## src/rtl/sat_counter_table_if.sv

```systemverilog
// rtl/sat_counter_table_if.sv - read/update/flush bundle for the saturating counter table
interface sat_counter_table_if #(
    parameter int WIDTH = 2,
    parameter int IDX_W = 4
);
    logic             rd_en;
    logic [IDX_W-1:0] rd_idx;
    logic             rd_valid;
    logic [WIDTH-1:0] rd_count;
    logic             rd_msb;
    logic             up_en;
    logic [IDX_W-1:0] up_idx;
    logic             count_up;
    logic             count_down;
    logic             flush;
    logic             busy;
    logic             sat_hit;

    modport master (
        output rd_en, rd_idx, up_en, up_idx, count_up, count_down, flush,
        input  rd_valid, rd_count, rd_msb, busy, sat_hit
    );

    modport slave (
        input  rd_en, rd_idx, up_en, up_idx, count_up, count_down, flush,
        output rd_valid, rd_count, rd_msb, busy, sat_hit
    );
endinterface

```

## src/rtl/sat_counter_table.sv

```systemverilog
// rtl/sat_counter_table.sv - table of up/down counters with bypassed read port and flush sweep
module sat_counter_table #(
    parameter int WIDTH    = 2,
    parameter int DEPTH    = 16,
    parameter int IDX_W    = $clog2(DEPTH),
    parameter int SATURATE = 1,
    parameter int INIT_VAL = 2**(WIDTH-1)-1
) (
    input  logic                 clk,
    input  logic                 reset,
    sat_counter_table_if.slave   bus
);
    localparam logic [WIDTH-1:0] INIT = WIDTH'(INIT_VAL);
    localparam logic [WIDTH-1:0] MAX  = '1;
    localparam logic [IDX_W-1:0] LAST = IDX_W'(DEPTH-1);

    typedef enum logic {IDLE, SWEEP} state_t;

    state_t           state_q, state_d;
    logic [IDX_W-1:0] ptr_q, ptr_d;
    logic [WIDTH-1:0] mem [DEPTH];

    logic             busy;
    logic             flush_acc;
    logic             up_acc;
    logic             inc, dec;
    logic [WIDTH-1:0] cur;
    logic [WIDTH-1:0] nxt;
    logic             clamp;
    logic [WIDTH-1:0] rd_next;

    logic             rd_valid_q;
    logic [WIDTH-1:0] rd_count_q;
    logic             sat_hit_q;

    assign busy      = (state_q == SWEEP);
    assign flush_acc = bus.flush & ~busy;
    // flush wins over a same-edge update, and nothing updates while sweeping
    assign up_acc    = bus.up_en & ~busy & ~bus.flush;
    assign inc       = bus.count_up & ~bus.count_down;
    assign dec       = bus.count_down & ~bus.count_up;
    assign cur       = mem[bus.up_idx];

    always_comb begin
        nxt   = cur;
        clamp = 1'b0;
        if (inc) begin
            if (cur == MAX && SATURATE != 0) clamp = 1'b1;
            else                            nxt   = cur + WIDTH'(1);
        end else if (dec) begin
            if (cur == '0 && SATURATE != 0) clamp = 1'b1;
            else                           nxt   = cur - WIDTH'(1);
        end
    end

    // write-first: a same-index update on this edge is what the read returns
    always_comb begin
        rd_next = mem[bus.rd_idx];
        if (busy || flush_acc)
            rd_next = INIT;
        else if (up_acc && bus.up_idx == bus.rd_idx)
            rd_next = nxt;
    end

    always_comb begin
        state_d = state_q;
        ptr_d   = ptr_q;
        case (state_q)
            IDLE: begin
                if (bus.flush) begin
                    state_d = SWEEP;
                    ptr_d   = '0;
                end
            end
            SWEEP: begin
                if (ptr_q == LAST) begin
                    state_d = IDLE;
                    ptr_d   = '0;
                end else begin
                    ptr_d = ptr_q + IDX_W'(1);
                end
            end
            default: begin
                state_d = IDLE;
                ptr_d   = '0;
            end
        endcase
    end

    always_ff @(posedge clk or negedge reset) begin
        if (!reset) begin
            state_q <= IDLE;
            ptr_q   <= '0;
        end else begin
            state_q <= state_d;
            ptr_q   <= ptr_d;
        end
    end

    always_ff @(posedge clk or negedge reset) begin
        if (!reset) begin
            for (int i = 0; i < DEPTH; i++) mem[i] <= INIT;
        end else if (busy) begin
            mem[ptr_q] <= INIT;
        end else if (up_acc) begin
            mem[bus.up_idx] <= nxt;
        end
    end

    always_ff @(posedge clk or negedge reset) begin
        if (!reset) begin
            rd_valid_q <= 1'b0;
            rd_count_q <= '0;
            sat_hit_q  <= 1'b0;
        end else begin
            rd_valid_q <= bus.rd_en;
            if (bus.rd_en) rd_count_q <= rd_next;
            sat_hit_q  <= up_acc & clamp;
        end
    end

    assign bus.rd_valid = rd_valid_q;
    assign bus.rd_count = rd_count_q;
    assign bus.rd_msb   = rd_count_q[WIDTH-1];
    assign bus.busy     = busy;
    assign bus.sat_hit  = sat_hit_q;
endmodule
```

## src/flat_wrapper.sv

```systemverilog
// flat-port wrapper written by rule: the top's interface ports become plain ports
module sat_counter_table_flat 
#(
    parameter int WIDTH    = 2,
    parameter int DEPTH    = 16,
    parameter int IDX_W    = $clog2(DEPTH),
    parameter int SATURATE = 1,
    parameter int INIT_VAL = 2**(WIDTH-1)-1
)
  (clk, reset, bus_rd_en, bus_rd_idx, bus_up_en, bus_up_idx, bus_count_up, bus_count_down, bus_flush, bus_rd_valid, bus_rd_count, bus_rd_msb, bus_busy, bus_sat_hit);
  sat_counter_table_if #(.WIDTH(WIDTH), .IDX_W(IDX_W)) bus_i ();
  input  logic clk;
  input  logic reset;
  input wire logic [$bits(bus_i.rd_en)-1:0] bus_rd_en;
  input wire logic [$bits(bus_i.rd_idx)-1:0] bus_rd_idx;
  input wire logic [$bits(bus_i.up_en)-1:0] bus_up_en;
  input wire logic [$bits(bus_i.up_idx)-1:0] bus_up_idx;
  input wire logic [$bits(bus_i.count_up)-1:0] bus_count_up;
  input wire logic [$bits(bus_i.count_down)-1:0] bus_count_down;
  input wire logic [$bits(bus_i.flush)-1:0] bus_flush;
  output wire logic [$bits(bus_i.rd_valid)-1:0] bus_rd_valid;
  output wire logic [$bits(bus_i.rd_count)-1:0] bus_rd_count;
  output wire logic [$bits(bus_i.rd_msb)-1:0] bus_rd_msb;
  output wire logic [$bits(bus_i.busy)-1:0] bus_busy;
  output wire logic [$bits(bus_i.sat_hit)-1:0] bus_sat_hit;
  assign bus_i.rd_en = bus_rd_en;
  assign bus_i.rd_idx = bus_rd_idx;
  assign bus_i.up_en = bus_up_en;
  assign bus_i.up_idx = bus_up_idx;
  assign bus_i.count_up = bus_count_up;
  assign bus_i.count_down = bus_count_down;
  assign bus_i.flush = bus_flush;
  assign bus_rd_valid = bus_i.rd_valid;
  assign bus_rd_count = bus_i.rd_count;
  assign bus_rd_msb = bus_i.rd_msb;
  assign bus_busy = bus_i.busy;
  assign bus_sat_hit = bus_i.sat_hit;
  sat_counter_table #(.WIDTH(WIDTH), .DEPTH(DEPTH), .IDX_W(IDX_W), .SATURATE(SATURATE), .INIT_VAL(INIT_VAL)) u_core (.clk(clk), .reset(reset), .bus(bus_i));
endmodule
```

## config.mk

```make
export PLATFORM = sky130hd
export DESIGN_NAME = sat_counter_table_flat
export DESIGN_NICKNAME = d
export VERILOG_FILES = /design/src/rtl/sat_counter_table_if.sv /design/src/rtl/sat_counter_table.sv /design/src/flat_wrapper.sv
export SDC_FILE = /design/constraint.sdc
export NUM_CORES = 1
export LEC_CHECK = 0
export ABC_AREA = 0
export BUFFER_PORTS_ARGS = -buffer_cell sky130_fd_sc_hd__buf_4
export CAP_MARGIN = 20
export CORE_ASPECT_RATIO = 1.2
export CORE_MARGIN = 2
export CORE_UTILIZATION = 40
export CTS_CLUSTER_DIAMETER = 50
export DETAILED_ROUTE_END_ITERATION = 16
export HOLD_SLACK_MARGIN = 0.05
export PLACE_DENSITY = 0.59
export REMOVE_ABC_BUFFERS = 1
export SYNTH_ARGS = -nofsm -noshare
export SYNTH_HDL_FRONTEND = slang
export SYNTH_SLANG_ARGS = --single-unit
```

## constraint.sdc

```tcl
create_clock -name clk -period 5.6 [get_ports clk]
set_input_delay 0.56 -clock clk [delete_from_list [all_inputs] [get_ports clk]]
set_output_delay 0.56 -clock clk [all_outputs]
set_load 0.005 [all_outputs]
```

# Yosys cells after proc, flatten, opt, wreduce, memory -nomap -nowiden
# Cells that the tools add are included.
# op_classes
mux	29
eq_ne	4
add_sub_neg	3
reduce_logical	6
magnitude_cmp	5
n_bitwise	16
# op_table
op	count
32-bit 2-to-1 mux	2
32-bit bitwise mux	1
2-bit 2-to-1 mux	12
16-bit bitwise AND	1
2-bit binary-select mux with 4-bit select	2
2-bit demux with 4-bit select	2
16-bit inverter	1
16-bit OR	1
5-bit greater-or-equal comparator (second input constant)	3
4-bit inverter with 5-bit output	3
5-bit by 1-bit < comparator with 1-bit output (second input constant)	2
4-bit 2-to-1 mux	2
4-bit case mux with 2 select lines	1
1-bit bitwise AND	6
1-bit 2-to-1 mux	6
4-bit by 1-bit adder with 4-bit output (second input constant)	1
4-bit == test	1
4-bit == test (second input constant)	1
1-bit inverter	4
1-bit logical AND	3
2-bit by 1-bit adder with 2-bit output (second input constant)	1
2-bit == test (second input constant)	1
2-bit zero test	1
2-bit inequality test (second input constant)	1
other kinds (4)	4
# totals
output_inout_bits	6
register_bits	41
inputBits	15
wordCells	84

# Depth between registers and ports, before layout
# logic_depth
depth_word	11
depth_mapped	9
ltp_nobuf	6

# Worst setup path after synthesis
# No wires, ideal clock.
# synth_timing
path_kind	in2reg
start	input bus_rd_idx[0]
end	register u_core.rd_count_q[1], in the netlist u_core.bus.rd_count[1]
t_required_ns	5.480
slack_ns	3.380
arrival_time_ns	2.100
cell_stages	6
setup_time_ns	0.120
n_path_buf	1
cell_sequence	buf_2 > mux4_2 > mux4_2 > inv_1 > o31ai_1 > a31o_2
# synth_via
elab_chain_len	6
elab_cells_between_ends	8
cone_classes	eq/ne (1); mux (5); bitwise (1); reduce/logical (1)
# synth_lines
element	line	text
from (decl)	flat_wrapper.sv:15	input wire logic [$bits(bus_i.rd_idx)-1:0] bus_rd_idx;
4-bit inverter with 5-bit output (not written as such)	sat_counter_table.sv:58	rd_next = mem[bus.rd_idx];
2-bit binary-select mux with 4-bit select	sat_counter_table.sv:58	
2-bit 2-to-1 mux (not written as such) (2 in a row)	sat_counter_table.sv:58	
2-bit 2-to-1 mux *	sat_counter_table.sv:61	else if (up_acc && bus.up_idx == bus.rd_idx)
2-bit 2-to-1 mux *	sat_counter_table.sv:59	if (busy || flush_acc)
to (signal assigned)	sat_counter_table.sv:117	if (bus.rd_en) rd_count_q <= rd_next;
to (decl)	sat_counter_table.sv:33	logic [WIDTH-1:0] rd_count_q;
# Mark *: on every way between the ends. The rest lies on a longest branch, timed or not. The select of a mux whose other input is x is not followed.
# A chain may end at the register's enable or synchronous reset.

# Worst setup path in the final report
# layout_timing
start	register u_core.state_q, in the netlist u_core.bus.busy
end	register u_core.mem[3] (netlist name)
# layout_via
elab_chain_len	4
elab_cells_between_ends	5
cone_classes	mux (1); bitwise (3); reduce/logical (1)
# layout_lines
element	line	text
from (decl)	sat_counter_table.sv:19	state_t state_q, state_d;
from (signal assigned)	sat_counter_table.sv:95	state_q <= state_d;
1-bit inverter	sat_counter_table.sv:39	assign up_acc = bus.up_en & ~busy & ~bus.flush;
1-bit bitwise AND (2 in a row)	sat_counter_table.sv:39	
2-bit nonzero test (no line)	n/a	
to (signal, indexed assignment)	sat_counter_table.sv:106	mem[bus.up_idx] <= nxt;
to (decl)	sat_counter_table.sv:21	logic [WIDTH-1:0] mem [DEPTH];
# Several ways; a longest one is shown, not always the timed one.

==> flow_summary_export.csv <==
group,metric,value,unit
status,status,"finished clean",
die,die_h,94.1,um
power,comb_power_share,34.3,%
worst_setup_path,end_kind,"flop",
power,pwr-share-clk,22.6,%
die,initial_core_util,41.7,%
sta,fmax,397,MHz
synth,synth.distinct_cells,44,
global_route,grt_max_degree,42,
finish,nNetsFinal,299,
synth,netlist_area,2710,um^2
clocking,tritoncts,"done",
finish,mostFrequentLayoutCells,"nand2_1, dfrtp_1, a21oi_1",
synth,synth-edff-count,0,
sta,fin_worst_skew,0.00897,ns
worst_setup_path,cp.required,5.81,ns
power,p_int,651,uW
power,switching_share,37.6,%
finish,syn2layout_area_growth,9.80,%
clocking,postCtsSetupBuffers,0,
worst_setup_path,worstPathMaxFanout,19,
synth,synth_seq_cells,41,
sta,rsz0062_at_grt,"no",
global_route,antenna_found_initial,0,
clocking,clock_sinks,41,
worst_setup_path,path_cells,"nor2_1 -> nand2_1 -> nor3b_1 -> nor2b_1 -> o21ai_0 -> o21ai_0",
clocking,cts_buffers,5,
worst_setup_path,path_buf_inv,0,
synth,yosysSeqAreaShare,38.7,%
power,p_per_area,351,nW/um^2
clocking,path_clk_slew,0.08,ns
die,rows,32,
worst_setup_path,cpPeakStageDelay,0.58,ns
sta,tightest_slew,0.827,ns
worst_setup_path,cpMostUsedCell,"o21ai_0",
place,port_buffers,20,
worst_setup_path,cp-start-kind,"flop",
detailed_routing,wirelength,6890,um
power,pwr-share-seq,43.1,%
worst_setup_path,arrival,2.73,ns
place,globalplace.congestion,0.961,
global_route,grt_overflow,0,
detailed_routing,wire_per_inst,18.8,um
power,switchingPower,392,uW
detailed_routing,vias_per_cell,5.81,
global_route,grt_pass1_wl,11600,um
global_route,grt_pass1_vias,2227,
clocking,clock-root-buffer,"clkbuf_8",
sta,fin_crit_sh,45.0,%
clocking,ctsResizeCount,0,
synth,synth_top_area_share,23.1,%
worst_setup_path,cp_top_family,"simple AND/OR/NAND/NOR gates",
sta,period_needed,2.52,ns
detailed_routing,via_count,2127,
synth,netlist_top_cells_area,"dfrtp_1, dfstp_2, mux4_2",
sta,timing.hold.ws,0.238,ns
global_route,grtUsageTotal,20.5,%
power,power_leakage,1.15,nW
clocking,clock_latency,0.30,ns
clocking,htree_levels,2,
detailed_routing,drt_iter0_markers,112,
sta,max_slew_margin,44.7,%
worst_setup_path,crit_type,"reg -> reg",
sta,slew_viol_final,0,
min_path,worst_hold_path_type,"in -> async",
synth,ys_warn_count,0,
finish,layout_commonest_cell,"nand2_1",
finish,antenna_cells,0,
detailed_routing,ant_nets,0,
die,core,6490,um^2
finish,drive_gt1_share,23.5,%
sta,setup_viol_count_final,0,
clocking,clockBufferDepth,2,
synth,synth_area_per_cell,10.1,um^2
synth,async_flop_share,100,%
synth,synth-main-ff-cell,"dfrtp_1",
power,peakVddDrop,0.206,mV
synth,synthCells,268,
die,die_w,79.1,um
detailed_routing,drc,0,
die,dieArea,7440,um^2
place,dp_hpwl,5240,um
detailed_routing,drt-pass1-iter-count,4,
worst_setup_path,slowest_stage,"dfrtp_1",
die,ioPinCount,21,
clocking,cts_hold_buffers,0,
synth,synth_top_area_cell,"dfrtp_1",
sta,hold_viol,0,
job,cap_viol_max_count,0,
sta,tns,0,ns
path summary, 6_finish.rpt:
| kind | startpoint | endpoint | slack (ns) | cells after the start |
|---|---|---|---|---|
| worst min-delay path | reset | u_core.mem[3]$_DFFE_PN0P_ | 0.24 | 1 |
| max in group asynchronous | reset | u_core.mem[8]$_DFFE_PN1P_ | 4.98 | 1 |
| worst max-delay path | u_core.bus.busy$_DFF_PN0_ | u_core.mem[3]$_DFFE_PN0P_ | 3.08 | 6 |
| min in group clk | bus_rd_en | u_core.bus.rd_valid$_DFF_PN0_ | 0.40 | 1 |
| worst max register to register | u_core.bus.busy$_DFF_PN0_ | u_core.mem[3]$_DFFE_PN0P_ | 3.08 | 6 |
| worst min register to register | u_core.bus.rd_count[0]$_DFFE_PN0P_ | u_core.bus.rd_count[0]$_DFFE_PN0P_ | 0.54 | 2 |
through the flow:
stage | setup slack [ns] | cell area, um^2 | cells | power [mW] | util, %
floorplan | 3.40 | 2610 | 253 | 0.677 | -
global placement | 2.84 | 2860 | 358 | 0.807 | 44.2
detailed placement | 2.84 | 2860 | 358 | 0.808 | 44.2
CTS | 3.11 | 2970 | 366 | 1.04 | 45.8
global route | 2.87 | 2970 | 366 | 1.11 | 45.8
finish | 3.08 | 2970 | 366 | 1.04 | 45.8
synth_stat cells, types with 5 or more instances:
library cell  instances
a211oi_1              6
a21oi_1              24
clkbuf_1              7
dfrtp_1              25
dfstp_2              16
inv_1                 7
mux2i_1              18
mux4_2               11
nand2_1              35
nand3_1               8
nand4_1               5
nor2_1               14
nor2b_1               8
nor3b_1              11
o21ai_0              12
power by group through the flow:
stage               combinational [mW]  sequential (mW)  clock, mW
floorplan                        0.254            0.423          0
global placement                 0.357            0.450          0
detailed placement               0.356            0.452          0
CTS                              0.358            0.446      0.240
global route                     0.402            0.458      0.253
finish                           0.358            0.449      0.236
per-layer routing:
layer  wire length (um)  track usage [%]  vias to the layer above
met1               2940             24.9                     1046
met5                  0                0                        -
met4                206             8.05                        0
li1                   -                -                     1012
met2               3470             36.4                       55
met3                280             2.88                       14
state kept, by name, summed over array words and instances (netlist names):
register,cells
u_core.bus.rd_valid,1
u_core.bus.busy,1
u_core.bus.sat_hit,1
u_core.bus.rd_count,2
u_core.ptr_q,4
u_core.mem,32
kinds of logic (layout without fill, tap and decap cells):
family | count (synthesis) | in the layout | synth area share, %
DFF | 41 | 41 | 38.6
AOI/OAI and AO/OA | 64 | 64 | 15.5
and+or+nand+nor | 99 | 99 | 18.4
xor gates and xnor gates | 5 | 5 | 1.62
adders and majority gates | 4 | 4 | 1.85
buffers and inverters | 22 | 35 | 4.62
muxes | 33 | 33 | 19.3
final cells by class:
cell class                 instances  area [um^2]
multi-input combinational        205         1540
timing repair buffer              20          150
tap                               85          106
fill                             666         3510
sequential                        41         1050
clock buffer                       6         72.6
clock inverter                     2         35.0
inverter                           7         26.3
(Power assumes the default switching activity.)
